## src/rtl/sw_debounce_if.sv

```systemverilog
// sw_debounce_if: switch conditioning bus.
//   Carries the raw switch pins into the debouncer and the debounced value,
//   per-bit edge pulses and the aggregate change pulse back out.
//   modport slave  : the debouncer (consumes raw pins, drives conditioned outputs)
//   modport master : the consumer side (drives raw pins, observes outputs)
//   Signals:
//     i_sw_raw     WIDTH  raw switch pins, asynchronous to i_clk, may bounce
//     o_io_sw      WIDTH  debounced switch value
//     o_sw_rise    WIDTH  one-cycle pulse per bit on a debounced 0->1 change
//     o_sw_fall    WIDTH  one-cycle pulse per bit on a debounced 1->0 change
//     o_sw_changed 1      one-cycle pulse, OR of all rise and fall bits
interface sw_debounce_if #(
  parameter int WIDTH = 32
);
  logic [WIDTH-1:0] i_sw_raw;
  logic [WIDTH-1:0] o_io_sw;
  logic [WIDTH-1:0] o_sw_rise;
  logic [WIDTH-1:0] o_sw_fall;
  logic             o_sw_changed;

  modport slave (
    input  i_sw_raw,
    output o_io_sw,
    output o_sw_rise,
    output o_sw_fall,
    output o_sw_changed
  );

  modport master (
    output i_sw_raw,
    input  o_io_sw,
    input  o_sw_rise,
    input  o_sw_fall,
    input  o_sw_changed
  );
endinterface

```

## src/rtl/sw_debounce.sv

```systemverilog
// sw_debounce: switch input conditioning for the LSU switch read path.
//   Each raw switch bit passes through a two-flop synchroniser and an
//   independent debounce counter. A bit's debounced value flips only after
//   STABLE_CYCLES consecutive synchronised cycles that disagree with it; any
//   agreeing cycle restarts the count. Flips raise registered one-cycle
//   rise/fall pulses in the same cycle the new value appears, plus an
//   aggregate change pulse.
//   Ports:
//     i_clk    system clock
//     i_reset  asynchronous active-low reset
//     bus      sw_debounce_if.slave (i_sw_raw in; o_io_sw, o_sw_rise,
//              o_sw_fall, o_sw_changed out, all registered)
//   Parameters:
//     WIDTH          number of switch bits
//     STABLE_CYCLES  disagreeing cycles required before a flip (>= 1)
//     CNT_W          per-bit counter width, derived
module sw_debounce #(
  parameter  int WIDTH         = 32,
  parameter  int STABLE_CYCLES = 500000,
  localparam int CNT_W         = $clog2(STABLE_CYCLES + 1)
) (
  input  logic           i_clk,
  input  logic           i_reset,
  sw_debounce_if.slave   bus
);

  localparam logic [CNT_W-1:0] CNT_MAX = CNT_W'(STABLE_CYCLES - 1);

  logic [WIDTH-1:0] sync1_r;
  logic [WIDTH-1:0] sync2_r;
  logic [WIDTH-1:0] deb_r;
  logic [WIDTH-1:0] rise_r;
  logic [WIDTH-1:0] fall_r;
  logic             changed_r;
  logic [WIDTH-1:0] flip_s;

  for (genvar i = 0; i < WIDTH; i++) begin : g_bit
    logic [CNT_W-1:0] cnt_r;
    logic [CNT_W-1:0] cnt_nxt_s;
    logic             differ_s;

    assign differ_s  = sync2_r[i] ^ deb_r[i];
    // The bit flips on the edge where the disagreement run reaches STABLE_CYCLES.
    assign flip_s[i] = differ_s && (cnt_r == CNT_MAX);

    // Next count: clear on agreement or on the flip itself, else extend the run.
    always_comb begin
      cnt_nxt_s = cnt_r;
      if (!differ_s) begin
        cnt_nxt_s = '0;
      end else if (cnt_r == CNT_MAX) begin
        cnt_nxt_s = '0;
      end else begin
        cnt_nxt_s = cnt_r + CNT_W'(1);
      end
    end

    // Per-bit disagreement run counter.
    always_ff @(posedge i_clk or negedge i_reset) begin
      if (!i_reset) begin
        cnt_r <= '0;
      end else begin
        cnt_r <= cnt_nxt_s;
      end
    end
  end

  // Synchroniser, debounced value and registered edge pulses.
  always_ff @(posedge i_clk or negedge i_reset) begin
    if (!i_reset) begin
      sync1_r   <= '0;
      sync2_r   <= '0;
      deb_r     <= '0;
      rise_r    <= '0;
      fall_r    <= '0;
      changed_r <= 1'b0;
    end else begin
      sync1_r   <= bus.i_sw_raw;
      sync2_r   <= sync1_r;
      // A flipping bit takes the synchronised value, which is its complement.
      deb_r     <= deb_r ^ flip_s;
      rise_r    <= flip_s & sync2_r;
      fall_r    <= flip_s & ~sync2_r;
      changed_r <= |flip_s;
    end
  end

  assign bus.o_io_sw      = deb_r;
  assign bus.o_sw_rise    = rise_r;
  assign bus.o_sw_fall    = fall_r;
  assign bus.o_sw_changed = changed_r;

endmodule

```

## src/flat_wrapper.sv

```systemverilog
// flat-port wrapper written by rule: the top's interface ports become plain ports
module sw_debounce_flat 
#(
  parameter  int WIDTH         = 32,
  parameter  int STABLE_CYCLES = 500000,
  localparam int CNT_W         = $clog2(STABLE_CYCLES + 1)
)
  (i_clk, i_reset, bus_i_sw_raw, bus_o_io_sw, bus_o_sw_rise, bus_o_sw_fall, bus_o_sw_changed);
  sw_debounce_if #(.WIDTH(WIDTH)) bus_i ();
  input  logic i_clk;
  input  logic i_reset;
  input wire logic [$bits(bus_i.i_sw_raw)-1:0] bus_i_sw_raw;
  output wire logic [$bits(bus_i.o_io_sw)-1:0] bus_o_io_sw;
  output wire logic [$bits(bus_i.o_sw_rise)-1:0] bus_o_sw_rise;
  output wire logic [$bits(bus_i.o_sw_fall)-1:0] bus_o_sw_fall;
  output wire logic [$bits(bus_i.o_sw_changed)-1:0] bus_o_sw_changed;
  assign bus_i.i_sw_raw = bus_i_sw_raw;
  assign bus_o_io_sw = bus_i.o_io_sw;
  assign bus_o_sw_rise = bus_i.o_sw_rise;
  assign bus_o_sw_fall = bus_i.o_sw_fall;
  assign bus_o_sw_changed = bus_i.o_sw_changed;
  sw_debounce #(.WIDTH(WIDTH), .STABLE_CYCLES(STABLE_CYCLES)) u_core (.i_clk(i_clk), .i_reset(i_reset), .bus(bus_i));
endmodule
```

## config.mk

```make
export PLATFORM = sky130hd
export DESIGN_NAME = sw_debounce_flat
export DESIGN_NICKNAME = d
export VERILOG_FILES = /design/src/rtl/sw_debounce_if.sv /design/src/rtl/sw_debounce.sv /design/src/flat_wrapper.sv
export SDC_FILE = /design/constraint.sdc
export NUM_CORES = 1
export LEC_CHECK = 0
export CAP_MARGIN = 20
export CORE_MARGIN = 5
export CORE_UTILIZATION = 50
export CTS_BUF_LIST = sky130_fd_sc_hd__clkbuf_4
export CTS_CLUSTER_DIAMETER = 100
export CTS_CLUSTER_SIZE = 12
export DETAILED_ROUTE_END_ITERATION = 10
export MAX_ROUTING_LAYER = met4
export PLACE_DENSITY = 0.76
export SETUP_SLACK_MARGIN = 0.2
export SLEW_MARGIN = 20
export SYNTH_ARGS = -nofsm -noshare
export SYNTH_HDL_FRONTEND = slang
export SYNTH_SLANG_ARGS = --single-unit
```

## constraint.sdc

```tcl
create_clock -name i_clk -period 7.1 [get_ports i_clk]
set_input_delay 1.775 -clock i_clk [delete_from_list [all_inputs] [get_ports i_clk]]
set_output_delay 1.775 -clock i_clk [all_outputs]
set_load 0.01 [all_outputs]
```

==> results of run 1 <==
worst max path at each step:
| stage | to | depth (start not counted) |
|---|---|---|
| after floorplan | u_core.g_bit[14].cnt_r[10] | 7 |
| after global placement | u_core.g_bit[15].cnt_r[2] | 2 |
| after detailed placement | u_core.g_bit[29].cnt_r[14] | 2 |
| after CTS | bus_o_io_sw[27] | 1 |
| after global routing | bus_o_io_sw[31] | 1 |
| final | bus_o_io_sw[31] | 1 |
worst register-to-register path: stages (launching register included):
cell,delay (ns)
dfrtp_1,0.42
ha_1,0.23
and3_1,0.25
nand3_1,0.12
nor3b_1,0.08
a2111oi_0,0.72
nor4bb_1,0.91
nand4_1,0.16
kinds of logic (layout without fill, tap and decap cells):
kind of cell / Yosys count / count (layout) / share of synthesized area
AO/OA/AOI/OAI: 104 / 104 / 0.0162
XOR/XNOR: 530 / 530 / 0.135
adder cells (fa/ha/maj): 32 / 32 / 0.0116
buffers and inverters: 151 / 298 / 0.0183
flip-flops: 769 / 769 / 0.560
multiplexers: 25 / 25 / 0.00819
other: 0 / 5 / 0
AND/OR/NAND/NOR: 1728 / 1728 / 0.251
routing by layer:
layer	vias up	wire, µm
li1	11500	-
met1	11300	30600
met2	283	28400
met3	87	2530
met4	0	1170
met5	-	0
state kept, by name (all words and copies together) (netlist names), named ones only:
name	cells
u_core.sync1_r	32
u_core.g_bit.cnt_r	608
u_core.bus.o_sw_fall	32
u_core.sync2_r	32
u_core.bus.o_sw_rise	32
u_core.bus.o_sw_changed	1
power groups by stage:
| stage | logic, µW | clock network (µW) | registers [µW] |
|---|---|---|---|
| after floorplan | 120 | 0 | 4570 |
| after detailed placement | 260 | 0 | 4580 |
| after CTS | 262 | 1960 | 4490 |
| after global routing | 298 | 2120 | 4510 |
| after global placement | 255 | 0 | 4580 |
| final | 252 | 1840 | 4490 |
layout by cell type, fill, tap and decap left out, types with 72 or more instances in the layout:
cell type / instances
clkbuf_4: 77
nand2_1: 232
xor2_1: 301
and3_1: 144
dfrtp_1: 769
nand3_1: 230
nor2_1: 661
inv_1: 80
nand4_1: 103
clkdlybuf4s50_1: 129
nor3b_1: 72
xnor2_1: 229
cell type report:
cell class                 instances  area, µm²
fill                            5950      31100
sequential                       769      19200
inverter                          80        300
multi-input combinational       2419      14500
timing repair buffer             137       1440
tap                              882       1100
antenna                            5       12.5
clock inverter                     4       21.3
clock buffer                      77        578
cell usage after synthesis, types with 2 or more instances:
master and instances:
a2111oi_0 2, a21oi_1 49, a2bb2oi_1 2, and2_1 10, and3_1 144, and4_1 25, and4b_1 2, buf_2 10
buf_4 5, buf_8 2, clkbuf_1 53, dfrtp_1 769, ha_1 32, inv_1 80, mux2_2 24, nand2_1 232
nand2_8 2, nand2b_1 6, nand3_1 230, nand3b_1 2, nand4_1 103, nand4b_1 6, nor2_1 661, nor2b_1 10
nor3_1 49, nor3b_1 72, nor4_1 24, nor4b_1 27, nor4bb_1 9, o21ai_0 45, or2_1 2, or2_2 20
or3_1 48, or4_1 32, or4b_2 6, xnor2_1 229, xor2_1 301
metrics by stage:
stage | area [µm²] | power [µW]
after floorplan | 34400 | 4690
after global placement | 36600 | 4830
after detailed placement | 36600 | 4840
after CTS | 37200 | 6720
after global routing | 37200 | 6930
final | 37200 | 6580
==> run summary, run 1 <==
Seq pwr share -> 0.683
Post-synth top area cell -> dfrtp_1
Max Clock Freq -> 272 MHz
Worst vdd rail ir drop -> 0.138 mV
Setup violators final -> 0
Met2 Resource Use GR -> 0.267
P_sw -> 1560 µW
Run status -> complete, no violations
CP max stage delay -> 0.59 ns
Worst Path Max Fanout -> 6
CTS Buf Count -> 74
Type of origin of the critical path -> flip-flop
EDFF count, synth -> 0
Static leakage -> 0.0161 µW
Syn_area_per_cell -> 10.3 µm²
Met3 GRT Util -> 0.0342
Gpl congestion -> 0.805
Gr ovfl total -> 0
First-pass GRT wire length -> 109000 µm
Most common flop cell mapped by yosys -> dfrtp_1
Die W -> 272 µm
Cts repair resizes -> 0
Post-synth cell types -> 51
Setup TNS -> 0 ns
Core area -> 68300 µm²
Min Hold Slack -> 0.339 ns
Worst setup EP type -> output pin
Max-Cap Viols -> 0
Clk sinks -> 769
Synth area leaders -> dfrtp_1, xor2_1, nor2_1
Mean routed wirelength per cell -> 14.3 µm
DRT iter0 DRCs -> 1414
Clock-pin slew on the worst setup and hold paths -> 0.13 ns
Pwr dens -> 177 nW/µm²
Hold Path Depth -> 0
DP Worst Slack -> 3.65 ns
Port buffer count -> 130
DRT Pass-1 Iters -> 5
Number of global-route vias before repair -> 23000
Worst Skew -> 0.0536 ns
WHS Endpoint -> u_core.sync2_r[26]
Clock Path Buffers -> 3
Post-Layout Cell Count -> 4373
Synthesized instance count -> 3339
CTS tree -> built
CP arrival -> 1.90 ns
HP Class -> reg2reg
Area grow syn2layout -> 8.23%
Postcts setup bufs -> 0
Final period utilization -> 0.517
Layout Utilization -> 0.544
Min cycle time layout -> 3.67 ns
Nets -> 3547
YS warnings -> 0
Critical R2R Capture -> u_core.bus.o_sw_changed
Clk pwr share -> 0.279
Buffer and inverter count on the worst path -> 1
Die Height -> 272 µm
Initial antenna violation count -> 6
Mapped Area -> 34400 µm²
GR peak layer -> met2
Initial core utilization -> 0.503
Clock Latency Late Sink -> 0.84 ns
Max_slew headroom -> 0.357
Met1 Use GR -> 0.249
Final HPWL DP -> 41800 µm
Synth top area share -> 0.560
Core Rows -> 96
Worst reg2reg setup slack -> 4.11 ns
Synthesis-stage register bit count -> 769
Die Area -> 74100 µm²
Number of cells on the worst reg-to-reg path -> 7
Via Count -> 23100
DRC Markers -> 0
Hold path startpoint -> u_core.sync1_r[26]
Ys async rst share -> 1.00
Dpl cells -> 4286
CP delay by family, top -> buffers and inverters
Worst r2r src -> u_core.g_bit[6].cnt_r[0]
Cts hold-fix bufs -> 0
Largest net degree at the start of global routing -> 189
Post-synthesis sequential area ratio -> 0.560
ANT nets after route -> 0
Max-slew violation count -> 0
Net Sw Frac -> 0.237
Setup ws final -> 3.43 ns
Logic pwr share -> 0.038
Vias per inst -> 5.29
Io pins -> 131
Worst endpoint required time -> 5.33 ns
Worst-Margin Slew -> 0.952 ns
All-Layer GR Usage -> 0.176
Kind of critical path -> reg2out
Root buffer cell -> clkbuf_4
Final wirelength -> 62700 µm
Final Hold Fails -> 0
Synthesized Nets -> 3405
Crit path max-delay cell type -> clkdlybuf4s50_1
Crit path cell chain -> clkdlybuf4s50_1
RSZ-0062 raised after global routing -> no
Internal -> 5020 µW
Share of cells above drive strength 1 -> 0.0413
H-tree levels -> 3
Power figures use the tool's default switching activity.
==> inputs of run 2 (changes only) <==
- PLACE_DENSITY: 0.76 -> 0.79
- clock period: 7.1 -> 3.2 ns (I/O delays scaled with it)
==> run summary, run 2 (synthesis results as in run 1) <==
Die Area -> 74100 µm² (unchanged)
Setup violators final -> 0 (unchanged)
Port buffer count -> 130 (unchanged)
DRT iter0 DRCs -> 1469 (+3.9%)
DP Worst Slack -> 0.597 ns (-3.06 ns)
Number of global-route vias before repair -> 23300 (+1.4%)
Worst reg2reg setup slack -> 0.60 ns (-3.51 ns)
Kind of critical path -> reg2out
Dpl cells -> 4315 (+0.68%)
Clock Latency Late Sink -> 0.87 ns (+0.03 ns)
Final wirelength -> 63100 µm (+0.64%)
Worst Path Max Fanout -> 5 (-1)
DRT Pass-1 Iters -> 6 (+1)
Clock-pin slew on the worst setup and hold paths -> 0.13 ns (about the same)
Fill cell count -> 5795 (-2.6%)
Die Height -> 272 µm (unchanged)
Min Hold Slack -> 0.353 ns (+0.0139 ns)
Setup ws final -> 0.408 ns (-3.02 ns)
Number of cells on the worst reg-to-reg path -> 5 (-2)
Post-Layout Cell Count -> 4400 (+0.62%)
Max Clock Freq -> 358 MHz
Core area -> 68300 µm² (unchanged)
Gpl congestion -> 0.834 (+3.6%)
CP delay by family, top -> buffers and inverters
Commonest non-fill, non-tap cells in the layout -> dfrtp_1, nor2_1, xor2_1
Worst r2r src -> u_core.g_bit[8].cnt_r[10]
Buffer and inverter count on the worst path -> 1 (unchanged)
CP arrival -> 1.99 ns (+0.09 ns)
Critical R2R Capture -> u_core.g_bit[8].cnt_r[9]
CTS Buf Count -> 74 (unchanged)
Static leakage -> 0.0163 µW (+1.3%)
Setup TNS -> 0 ns (unchanged)
Largest net degree at the start of global routing -> 79 (-58%)
Min cycle time layout -> 2.79 ns
H-tree levels -> 3 (unchanged)
Worst Skew -> 0.0592 ns (+0.00557 ns)
RSZ-0062 raised after global routing -> no
Io pins -> 131 (unchanged)
Tot Pwr -> 14900 µW (+130%)
HP Class -> reg2reg
Gr ovfl total -> 0 (unchanged)
Crit path max-delay cell type -> clkdlybuf4s50_1
Root buffer cell -> clkbuf_4
All-Layer GR Usage -> 0.178 (+0.00194)
Crit path cell chain -> clkdlybuf4s50_1
Top reg by flops -> u_core.g_bit.cnt_r
Final period utilization -> 0.873
Max reg flops -> 608 (unchanged)
Max-Cap Viols -> 0 (unchanged)
Run status -> complete, no violations
Final Hold Fails -> 0 (unchanged)
CP max stage delay -> 0.66 ns (+0.07 ns)
Final HPWL DP -> 43400 µm (+3.8%)
Initial core utilization -> 0.503 (unchanged)
Die W -> 272 µm (unchanged)
DRC Markers -> 0 (unchanged)
Share of cells above drive strength 1 -> 0.0495 (+0.00817)
Hold path startpoint -> u_core.sync1_r[31]
Worst endpoint required time -> 2.40 ns (-2.93 ns)
Mean routed wirelength per cell -> 14.3 µm (about the same)
Initial antenna violation count -> 1 (-5)
First-pass GRT wire length -> 110000 µm (+0.67%)
Type of origin of the critical path -> flip-flop
Pwr dens -> 397 nW/µm² (+120%)
Vias per inst -> 5.31 (+0.25%)
Core Rows -> 96 (unchanged)
Clock Path Buffers -> 3 (unchanged)
ANT nets after route -> 0 (unchanged)
Nets -> 3576 (+0.82%)
Max-slew violation count -> 0 (unchanged)
Via Count -> 23300 (+0.87%)
Hold Path Depth -> 0 (unchanged)
Worst setup EP type -> output pin
Worst-Margin Slew -> 0.903 ns (-0.0487 ns)
Max_slew headroom -> 0.393 (+0.0356)
CTS tree -> built
WHS Endpoint -> u_core.sync2_r[31]
Commonest non-fill, non-tap cell in the layout -> dfrtp_1
Area grow syn2layout -> 9.32%
Clk sinks -> 769 (unchanged)
Worst vdd rail ir drop -> 0.326 mV (+140%)
-- run 2: cell types whose count changed in the layout (fill, tap and decap cells not counted), sizes merged --
cell	change
buf	+28
dlygate4sd3	+1
bufinv	+3
diode	-4
clkbuf	-1
-- run 2: layer usage --
layer,track usage,routed length (µm)
met5,-,0
met4,0.0496,1260
met3,0.0346,2700
met2,0.271,28700
met1,0.247,30400
-- run 2: what timing repair did --
action                                 4_1_cts  5_1_grt
buffers inserted                             0        0
setup endpoints to repair                    0        0
resized for setup                            0        0
endpoints found under the hold margin       47        0
hold buffers                                 1        0
-- run 2: worst max path at each step --
stage,slack (ns),cells past startpoint,start,end
2_1_floorplan,0.78,7,u_core.g_bit[14].cnt_r[11],u_core.g_bit[14].cnt_r[10]
3_5_place_dp,0.60,5,u_core.g_bit[8].cnt_r[10],u_core.g_bit[8].cnt_r[9]
6_report,0.41,1,flip-flop,bus_o_io_sw[27]
4_1_cts,0.27,1,flip-flop,bus_o_io_sw[27]
5_1_grt,0.26,1,flip-flop,bus_o_io_sw[27]
3_3_place_gp,0.69,5,u_core.g_bit[8].cnt_r[10],u_core.g_bit[8].cnt_r[2]
-- run 2: area by class of cell --
cell class | instances | area (µm²) | share of cell area
Sequential cell | 769 | 19200 | 0.512
Tap cell | 882 | 1100 | 0.0294
Timing Repair Buffer | 166 | 1740 | 0.0464
Clock inverter | 7 | 111 | 0.00296
Inverter | 80 | 300 | 0.00799
Clock buffer | 76 | 571 | 0.0152
Multi-Input combinational cell | 2419 | 14500 | 0.386
Antenna cell | 1 | 2.50 | 0.0000666
-- run 2: per-stage QoR --
step	util	instance area (µm²)
floorplan	-	34400
finish	0.550	37600
CTS	0.550	37600
global placement	0.540	36900
global route	0.550	37600
detailed placement	0.540	36900
-- run 2: report_power, final --
part | internal, µW | total (µW) | switching [µW] | leakage [µW]
sequential | 9850 | 9970 | 117 | 0.0105
combinational | 200 | 601 | 401 | 0.00535
clock | 1360 | 4340 | 2980 | 0.000409
total | 11400 | 14900 | 3500 | 0.0163
